### src/rtl/risc8_pin_input.sv
// Pad input conditioning for risc8_soc pin_b: per-bit synchroniser, debounce,
// accepted-edge pulses and a sticky, maskable pin-change interrupt flag.
module risc8_pin_input #(
  parameter int                 WIDTH           = 8,
  parameter int                 SYNC_STAGES     = 2,
  parameter int                 DEBOUNCE_CYCLES = 8,
  parameter logic [WIDTH-1:0]   INIT_VALUE      = '0
) (
  input  logic             clk,
  input  logic             reset,
  input  logic [WIDTH-1:0] pad_in,
  input  logic [WIDTH-1:0] pcmsk,
  input  logic             pcif_clr,
  output logic [WIDTH-1:0] pin_b,
  output logic [WIDTH-1:0] pin_rise,
  output logic [WIDTH-1:0] pin_fall,
  output logic             pcif,
  output logic             irq
);

  localparam int            CW       = $clog2(DEBOUNCE_CYCLES + 1);
  localparam logic [CW-1:0] CNT_LAST = CW'(DEBOUNCE_CYCLES - 1);
  localparam logic [CW-1:0] CNT_ONE  = CW'(1);

  logic [WIDTH-1:0] sync_q [SYNC_STAGES];
  logic [CW-1:0]    cnt_q  [WIDTH];
  logic [WIDTH-1:0] sync_s;
  logic [WIDTH-1:0] accept;

  assign sync_s = sync_q[SYNC_STAGES-1];

  // NOTE: all state uses non-blocking assignments so every flop samples
  // pre-edge values; blocking here would collapse the synchroniser chain.
  always_ff @(posedge clk or negedge reset) begin
    if (!reset) begin
      for (int k = 0; k < SYNC_STAGES; k++) sync_q[k] <= INIT_VALUE;
    end else begin
      sync_q[0] <= pad_in;
      for (int k = 1; k < SYNC_STAGES; k++) sync_q[k] <= sync_q[k-1];
    end
  end

  // NOTE: default assignment first so no path leaves accept unassigned,
  // which would otherwise infer a latch.
  always_comb begin
    accept = '0;
    for (int i = 0; i < WIDTH; i++) begin
      accept[i] = (sync_s[i] != pin_b[i]) && (cnt_q[i] == CNT_LAST);
    end
  end

  // NOTE: the counter array is ordinary flops, not a RAM, so resetting every
  // entry is intended and required for a clean restart after reset.
  always_ff @(posedge clk or negedge reset) begin
    if (!reset) begin
      for (int i = 0; i < WIDTH; i++) cnt_q[i] <= '0;
      pin_b    <= INIT_VALUE;
      pin_rise <= '0;
      pin_fall <= '0;
      pcif     <= 1'b0;
    end else begin
      for (int i = 0; i < WIDTH; i++) begin
        if (accept[i]) begin
          pin_b[i] <= sync_s[i];
          cnt_q[i] <= '0;
        end else if (sync_s[i] != pin_b[i]) begin
          cnt_q[i] <= cnt_q[i] + CNT_ONE;
        end else begin
          cnt_q[i] <= '0;
        end
      end
      pin_rise <= accept & sync_s;
      pin_fall <= accept & ~sync_s;
      // A masked acceptance overrides a coincident clear so no event is lost.
      pcif     <= (|(accept & pcmsk)) | (pcif & ~pcif_clr);
    end
  end

  assign irq = pcif;

endmodule

### config.mk
export PLATFORM = sky130hd
export DESIGN_NAME = risc8_pin_input
export DESIGN_NICKNAME = d
export VERILOG_FILES = /design/src/rtl/risc8_pin_input.sv
export SDC_FILE = /design/constraint.sdc
export NUM_CORES = 1
export LEC_CHECK = 0
export ABC_AREA = 1
export CELL_PAD_IN_SITES_DETAIL_PLACEMENT = 0
export CELL_PAD_IN_SITES_GLOBAL_PLACEMENT = 2
export CORE_MARGIN = 2
export CORE_UTILIZATION = 36
export DETAILED_ROUTE_END_ITERATION = 6
export PLACE_DENSITY_LB_ADDON = 0.1
export SYNTH_ARGS = -nofsm -noshare
export SYNTH_HDL_FRONTEND = slang
export SYNTH_SLANG_ARGS = --single-unit
### constraint.sdc
create_clock -name clk -period 3.07 [get_ports clk]
set_input_delay 0.614 -clock clk [delete_from_list [all_inputs] [get_ports clk]]
set_output_delay 0.614 -clock clk [all_outputs]
set_load 0.02 [all_outputs]
==> flow_summary.json, run 1 <==
{
  "synthCells": 273,
  "grt_max_degree": 74,
  "htree_levels": 3,
  "grt_overflow": 0,
  "slew_viol_final": 0,
  "fin_area_um2": 3581,
  "drtIter0Drc": 76,
  "gp_congestion": 0.7031,
  "hold_viol": 0,
  "hold_path_startpoint": "sync_q[14]",
  "worst_slew_pin_slew_ps": 882.8,
  "io_pins": 45,
  "reg2reg_from": "cnt_q[24]",
  "grt_usage": 0.1228,
  "syn_area_per_cell_um2": 10.31,
  "synth_fp_nets": 300,
  "holdPathStages": 0,
  "grt_first_pass_wirelength_um": 7914,
  "finalSetupViolations": 0,
  "first_pass_iters": 4,
  "max_freq_ghz": 0.5035,
  "cap_viol_max_count": 0,
  "yosysSeqAreaShare": 0.6489,
  "synth_cell_types": 20,
  "power.density_nw_per_um2": 683.4,
  "die_area_um2": 8543,
  "drcViolationCount": 0,
  "rsz0062_at_grt": "no",
  "clk_pin_slew_ps": 70,
  "clk_path_buf_depth": 2,
  "worst_ep_arrival_time_ps": 1370,
  "numCtsBuffers": 9,
  "cts_sinks": 73,
  "dp.cells": 418,
  "numPortBuffers": 44,
  "path_buf_inv": 1,
  "critPathMaxStageDelay_ps": 630,
  "place_hpwl_um": 3255,
  "initial_core_util": 0.3681,
  "final_layout_size_suffix_gt1_frac": 0.1506,
  "totalWireLength_um": 4617,
  "path_class": "reg -> out",
  "setup_slack_ps": 1084,
  "cts_setup_buffers": 0,
  "fp.dieW_um": 92.43,
  "antenna_found_initial": 0,
  "worstPathRequired_ps": 2460,
  "cts_hold_buf": 0,
  "cts_tree": "yes",
  "crit_chain": "clkdlybuf4s50_1",
  "diodes": 0,
  "slew_headroom": 0.4114,
  "reg2reg_slack_ps": 1800,
  "final_cells": 434,
  "yosys_warnings": 0,
  "reg2reg_depth": 6,
  "vdd_drop_max_mv": 0.2743,
  "grt_pass1_vias": 1669,
  "coreArea_um2": 7647,
  "tns_ps": 0,
  "fin_nets": 354,
  "skew_ps": 4.992,
  "r2r_end": "irq",
  "wl_per_cell_um": 10.64,
  "rows": 32,
  "preCtsSetupSlack_ps": 1438,
  "area_growth_pct": 27.20,
  "path_delay_family": "buffers and inverters",
  "crit_path_top_delay_cell": "clkdlybuf4s50_1",
  "worstSetupStartpointType": "flop",
  "clk_latency_ps": 330,
  "crit_fanout": 4,
  "cts_root_buf": "clkbuf_8",
  "cts_resized": 0,
  "netlist_area_um2": 2815,
  "status": "complete, no violations",
  "die_h_um": 92.43,
  "ys_ff_latch": 73,
  "p_leak_nw": 1.767,
  "min_period_ps": 1986,
  "timing.final.crit_share": 0.6470,
  "hold_path_end": "sync_s[6]",
  "hp-class": "reg -> reg",
  "vias_per_cell": 4.249,
  "antenna_left": 0,
  "cp-end-kind": "output pin",
  "place_area_um2": 3373,
  "vias": 1844
}
## cells in the final DEF, fill, tap and decap left out
master and instances:
dfrtp_1 73, nor2_1 50, clkdlybuf4s50_1 43, nand2_1 35, inv_1 27, nand3_1 16, nand2_2 14, clkbuf_8 12
nor2_2 10, a21oi_1 9, inv_2 8, xor2_1 8, ha_1 8, o21ai_0 6, o21ai_1 2, clkbuf_1 2
nor2_4 1, clkinv_1 1, and2_4 1, nand4_1 1, and3_1 1, o21ai_2 1, clkinv_2 1, bufinv_16 1
buf_4 1
## kinds of logic after synthesis
family	synth area share
AOI/OAI and AO/OA	0.03333
xor gates and xnor gates	0.02489
adders and majority gates	0.03556
buffers and inverters	0.05067
DFF	0.6489
and+or+nand+nor	0.2067
## layer usage
metal	global-route usage	wire length, µm
met2	0.1740	1975
met5	0	0
met3	0.02929	248
met4	0.08209	129
met1	0.1669	2262
## per-stage QoR
step	utilization	hold WS (ps)	power, mW
after floorplan	-	318.4	1.533
after global placement	0.4411	331.6	1.702
after detailed placement	0.4411	335.6	1.706
after CTS	0.4683	351.7	2.496
after global routing	0.4683	359.5	2.619
final	0.4683	349.5	2.447
## registers in the layout, indices dropped and copies added (netlist names)
signal / count
irq: 1
pin_b: 8
pin_fall: 8
sync_s: 8
pin_rise: 8
sync_q: 8
cnt_q: 32
## worst max-delay path by stage
stage | start | end | slack (ps) | cells past startpoint
after detailed placement | pin_b[4] | pin_b[4] | 1440 | 1
after global routing | pin_b[4] | pin_b[4] | 1020 | 1
after CTS | pin_b[5] | pin_b[5] | 1060 | 1
after global placement | pin_b[5] | pin_b[5] | 1450 | 1
final | pin_b[5] | pin_b[5] | 1080 | 1
after floorplan | irq | pcif | 1830 | 1
## Yosys cell counts
cell | instances | area (µm²)
dfrtp_1 | 73 | 1827
inv_2 | 8 | 30.03
o21ai_2 | 1 | 8.760
nor2_2 | 10 | 62.56
nand3_1 | 16 | 80.08
nand2_1 | 35 | 131.4
xor2_1 | 8 | 70.07
ha_1 | 8 | 100.1
o21ai_1 | 2 | 10.01
nor2_4 | 1 | 11.26
and3_1 | 1 | 6.260
inv_1 | 27 | 101.4
o21ai_0 | 6 | 30.03
clkinv_1 | 1 | 3.750
nand2_2 | 14 | 87.58
nor2_1 | 50 | 187.7
and2_4 | 1 | 8.760
buf_4 | 1 | 7.510
a21oi_1 | 9 | 45.04
nand4_1 | 1 | 6.260
## where the power goes
part | internal (mW) | switching, mW | total, mW
clock network | 0.442 | 0.326 | 0.767
registers | 1.11 | 0.113 | 1.23
logic | 0.198 | 0.256 | 0.454
## final cells by class
cell class	count	area [µm²]
multi-input cells	163	845.8
fillers	717	4066
flip-flops and latches	73	1827
clock buffers	14	172.7
inverters	36	135.1
repair buffers	44	437.9
well taps	102	127.6
clock inverters	2	35.03
Power figures use the tool's default switching activity.
==> run 2, diff against run 1 <==
CORE_UTILIZATION = 30   (was 36)
clock period = 1.7 ns   (was 3.07 ns; I/O delays follow)
==> flow_summary.json, run 2 (same netlist as run 1, synthesis figures left out) <==
{
  "fin_area_um2": 3588,
  "preCtsSetupSlack_ps": 336.6,
  "clk_path_buf_depth": 2,
  "slew_headroom": 0.7658,
  "timing.final.crit_share": 0.9766,
  "io_pins": 45,
  "cts_setup_buffers": 0,
  "largest_reg_flops": 32,
  "path_class": "reg -> out",
  "drtIter0Drc": 57,
  "grt_first_pass_wirelength_um": 8362,
  "fp.dieW_um": 100.9,
  "tns_ps": 0,
  "cp-end-kind": "output pin",
  "crit_chain": "clkdlybuf4s50_1",
  "status": "complete, no violations",
  "vias": 1881,
  "antenna_left": 0,
  "rows": 35,
  "cts_tree": "yes",
  "worstPathRequired_ps": 1360,
  "dp.cells": 430,
  "grt_usage": 0.1092,
  "crit_fanout": 3,
  "regMostFlops": "cnt_q",
  "power.density_nw_per_um2": 1159,
  "max_freq_ghz": 0.6023,
  "grt_max_degree": 29,
  "final_layout_size_suffix_gt1_frac": 0.1607,
  "wl_per_cell_um": 10.98,
  "place_area_um2": 3420,
  "worst_slew_pin_slew_ps": 351.3,
  "fin_nets": 358,
  "crit_path_top_delay_cell": "clkdlybuf4s50_1",
  "antenna_found_initial": 0,
  "initial_core_util": 0.3076,
  "place_hpwl_um": 3615,
  "critPathMaxStageDelay_ps": 610,
  "final_cells": 447,
  "clk_pin_slew_ps": 80,
  "p_leak_nw": 1.833,
  "area_growth_pct": 27.47,
  "slew_viol_final": 0,
  "first_pass_iters": 4,
  "cap_viol_max_count": 0,
  "vdd_drop_max_mv": 0.4598,
  "clk_latency_ps": 350,
  "diodes": 0,
  "min_period_ps": 1660,
  "worst_ep_arrival_time_ps": 1320,
  "path_buf_inv": 1,
  "cts_root_buf": "clkbuf_8",
  "setup_slack_ps": 39.74,
  "hold_viol": 0,
  "final_cell_mix": "dfrtp_1 (73), nor2_1 (50), nand2_1 (35)",
  "die_h_um": 100.9,
  "numCtsBuffers": 9,
  "cts_sinks": 73,
  "final_common_cell": "dfrtp_1",
  "rsz0062_at_grt": "no",
  "coreArea_um2": 9153,
  "grt_pass1_vias": 1831,
  "die_area_um2": 10170,
  "vias_per_cell": 4.208,
  "path_delay_family": "buffers and inverters",
  "hp-class": "reg -> reg",
  "grt_overflow": 0,
  "worstSetupStartpointType": "flop",
  "drcViolationCount": 0,
  "numPortBuffers": 44,
  "gp_congestion": 0.7255,
  "skew_ps": 11.47,
  "htree_levels": 3,
  "totalWireLength_um": 4907,
  "finalSetupViolations": 0
}
## run 2: cell types whose count changed in the layout (fill, tap and decap cells not counted)
cell	previous run	this run
clkdlybuf4s50_1	43	34
dlygate4sd2_1	0	7
clkbuf_8	12	9
clkinv_2	1	4
buf_4	1	3
clkinvlp_4	0	2
dlymetal6s2s_1	0	2
buf_12	0	1
bufinv_16	1	0
clkbuf_1	2	1
dlygate4sd3_1	0	1
## run 2: area by class of cell
cell class | count | area, µm²
multi-input cells | 163 | 845.8
well taps | 111 | 138.9
clock inverters | 6 | 35.03
clock buffers | 10 | 127.6
flip-flops and latches | 73 | 1827
fillers | 916 | 5564
repair buffers | 48 | 479.2
inverters | 36 | 135.1
## run 2: worst paths after layout
check / start / endpoint / slack [ps] / cells past startpoint
worst max-delay path: pin_b[7] / pin_b[7] / 40 / 1
worst min-delay path: sync_q[11] / sync_s[3] / 350 / 0
worst max register to register: cnt_q[0] / irq / 430 / 7
worst min register to register: sync_q[11] / sync_s[3] / 350 / 0
max in group asynchronous: reset / pin_rise[4] / 750 / 3
min in group asynchronous: reset / pin_b[2] / 440 / 2
## run 2: through the flow
stage               hold WS (ps)    util  total power [mW]
finish                     350.7  0.3921             4.159
floorplan                  44.41       -             2.769
detailed placement         278.1  0.3736             3.093
global route               363.1  0.3921             4.492
global placement           283.8  0.3736             3.093
CTS                        353.1  0.3915             4.250
## run 2: timing repair
action / in CTS / in global routing
hold buffers: 1 / 0
hold endpoints to repair: 23 / 0
endpoints found under the setup margin: 7 / 2
gates resized for setup: 7 / 2
## run 2: power by group
part | total [mW] | internal, mW | switching, mW | leakage [nW]
logic | 0.796 | 0.332 | 0.464 | 0.790
registers | 2.21 | 2.01 | 0.199 | 0.961
clock network | 1.16 | 0.519 | 0.636 | 0.0818
## run 2: metal layers
layer,GRT usage,part of all wire,vias to the layer above
met4,0.05374,0.018,0
li1,-,-,956
met1,0.1455,0.49,874
met3,0.03953,0.056,9
met5,0,0,-
met2,0.1569,0.44,42
==> run 3, diff against run 2 <==
CORE_ASPECT_RATIO = 1.2   (was unset)
==> flow_summary.json, run 3 (same netlist as run 1, synthesis figures left out) <==
{
  "grt_pass1_vias": 1880,
  "largest_reg_flops": 32,
  "min_period_ps": 1621,
  "die_area_um2": 10180,
  "antenna_left": 0,
  "setup_slack_ps": 78.69,
  "fin_nets": 358,
  "worstSetupPathDepth": 1,
  "vias": 1842,
  "grt_first_pass_wirelength_um": 8818,
  "numPortBuffers": 44,
  "cp-end-kind": "output pin",
  "crit_fanout": 1,
  "worstSetupStartpointType": "flop",
  "cts_sinks": 73,
  "path_class": "reg -> out",
  "place_hpwl_um": 3634,
  "cap_viol_max_count": 0,
  "r2r_end": "irq",
  "numCtsBuffers": 9,
  "path_buf_inv": 1,
  "cts_root_buf": "clkbuf_8",
  "gp_congestion": 0.7034,
  "p_leak_nw": 1.871,
  "die_h_um": 110.1,
  "grt_max_degree": 32,
  "totalWireLength_um": 4898,
  "finalSetupViolations": 0,
  "power.density_nw_per_um2": 1255,
  "worst_slew_pin_slew_ps": 415.0,
  "vdd_drop_max_mv": 0.4688,
  "slew_headroom": 0.7233,
  "skew_ps": 6.890,
  "hp-class": "reg -> reg",
  "p_int_mw": 3.313,
  "regMostFlops": "cnt_q",
  "timing.final.crit_share": 0.9537,
  "clk_path_buf_depth": 2,
  "combPwrFrac": 0.173,
  "diodes": 0,
  "htree_levels": 3,
  "fp.dieW_um": 92.43,
  "wl_per_cell_um": 10.74,
  "drtIter0Drc": 55,
  "status": "complete, no violations",
  "slew_viol_final": 0,
  "grt_overflow": 0,
  "clk_pin_slew_ps": 80,
  "hold_viol": 0,
  "netSwitchingPower_mw": 1.305,
  "critPathLaunch": "pin_rise[6]",
  "path_delay_family": "buffers and inverters",
  "rsz0062_at_grt": "no",
  "preCtsSetupSlack_ps": 343.9,
  "crit_path_top_delay_cell": "clkdlybuf4s50_1",
  "fillerInstances": 922,
  "clkPwrFrac": 0.349,
  "final_layout_size_suffix_gt1_frac": 0.1637,
  "worst_ep_arrival_time_ps": 1280,
  "initial_core_util": 0.3100,
  "rows": 38,
  "power_frac_seq": 0.479,
  "clk_latency_ps": 340,
  "final_common_cell": "dfrtp_1",
  "reg2reg_slack_ps": 430,
  "area_growth_pct": 30.67,
  "cts_tree": "yes",
  "tns_ps": 0,
  "final_cell_mix": "dfrtp_1 (73), nor2_1 (50), nand2_1 (35)",
  "grt_usage": 0.1135,
  "antenna_found_initial": 0,
  "drcViolationCount": 0,
  "crit_chain": "clkdlybuf4s50_1",
  "vias_per_cell": 4.039,
  "reg2reg_depth": 7,
  "swShare": 0.2827,
  "holdPathStages": 0,
  "worstPathRequired_ps": 1360,
  "critPathMaxStageDelay_ps": 610,
  "coreArea_um2": 9081,
  "reg2reg_from": "cnt_q[12]",
  "io_pins": 45,
  "crit_end": "pin_rise[6]",
  "max_freq_ghz": 0.6168,
  "first_pass_iters": 4
}
run 3: cell count changes in the layout (fill, tap and decap cells not counted), sizes merged:
cell,before,now
clkdlybuf4s50,34,33
clkbuf,10,9
dlygate4sd2,7,8
bufinv,0,3
clkinv,5,3
run 3: cell type report:
type | instances | area [µm²] | area share
Sequential cell | 73 | 1827 | 0.4966
Inverter | 36 | 135.1 | 0.03673
Multi-Input combinational cell | 163 | 845.8 | 0.2299
Timing Repair Buffer | 48 | 478.0 | 0.1299
Tap cell | 120 | 150.1 | 0.04082
Clock inverter | 7 | 118.9 | 0.03231
Clock buffer | 9 | 123.9 | 0.03367
run 3: worst min path at each step:
stage / from / endpoint / slack, ps
final: sync_q[13] / sync_s[5] / 350
after global routing: sync_q[8] / sync_s[0] / 360
after CTS: sync_q[13] / sync_s[5] / 360
after detailed placement: reset / pin_fall[2] / 310
after global placement: reset / cnt_q[14] / 310
after floorplan: reset / cnt_q[0] / 40
run 3: repair_timing:
action	4_1_cts	5_1_grt
hold endpoints to repair	28	0
hold buffers	1	0
setup endpoints to repair	8	2
resized for setup	8	2
setup buffers	0	0
run 3: power groups by stage:
stage | clock, mW | sequential (mW) | combinational (mW)
after CTS | 1.68 | 2.21 | 0.822
after global placement | 0 | 2.24 | 0.856
after floorplan | 0 | 2.28 | 0.485
after global routing | 1.76 | 2.26 | 0.956
after detailed placement | 0 | 2.25 | 0.854
final | 1.61 | 2.21 | 0.798
run 3: per-stage QoR:
step	total power, mW	std cells	util	hold WS (ps)	cell area [µm²]
after global routing	4.976	456	0.4051	363.2	3679
after CTS	4.721	456	0.4045	355.1	3674
after detailed placement	3.104	439	0.3778	311.8	3431
after global placement	3.099	439	0.3778	309.1	3431
final	4.618	456	0.4051	352.7	3679
after floorplan	2.769	273	-	44.41	2815
run 3: layer usage:
layer	track usage	up-vias	share of wire
met2	0.1710	38	0.45
met5	0	-	0
met1	0.1461	841	0.48
li1	-	954	-
met4	0.07036	0	0.021
met3	0.03059	9	0.045
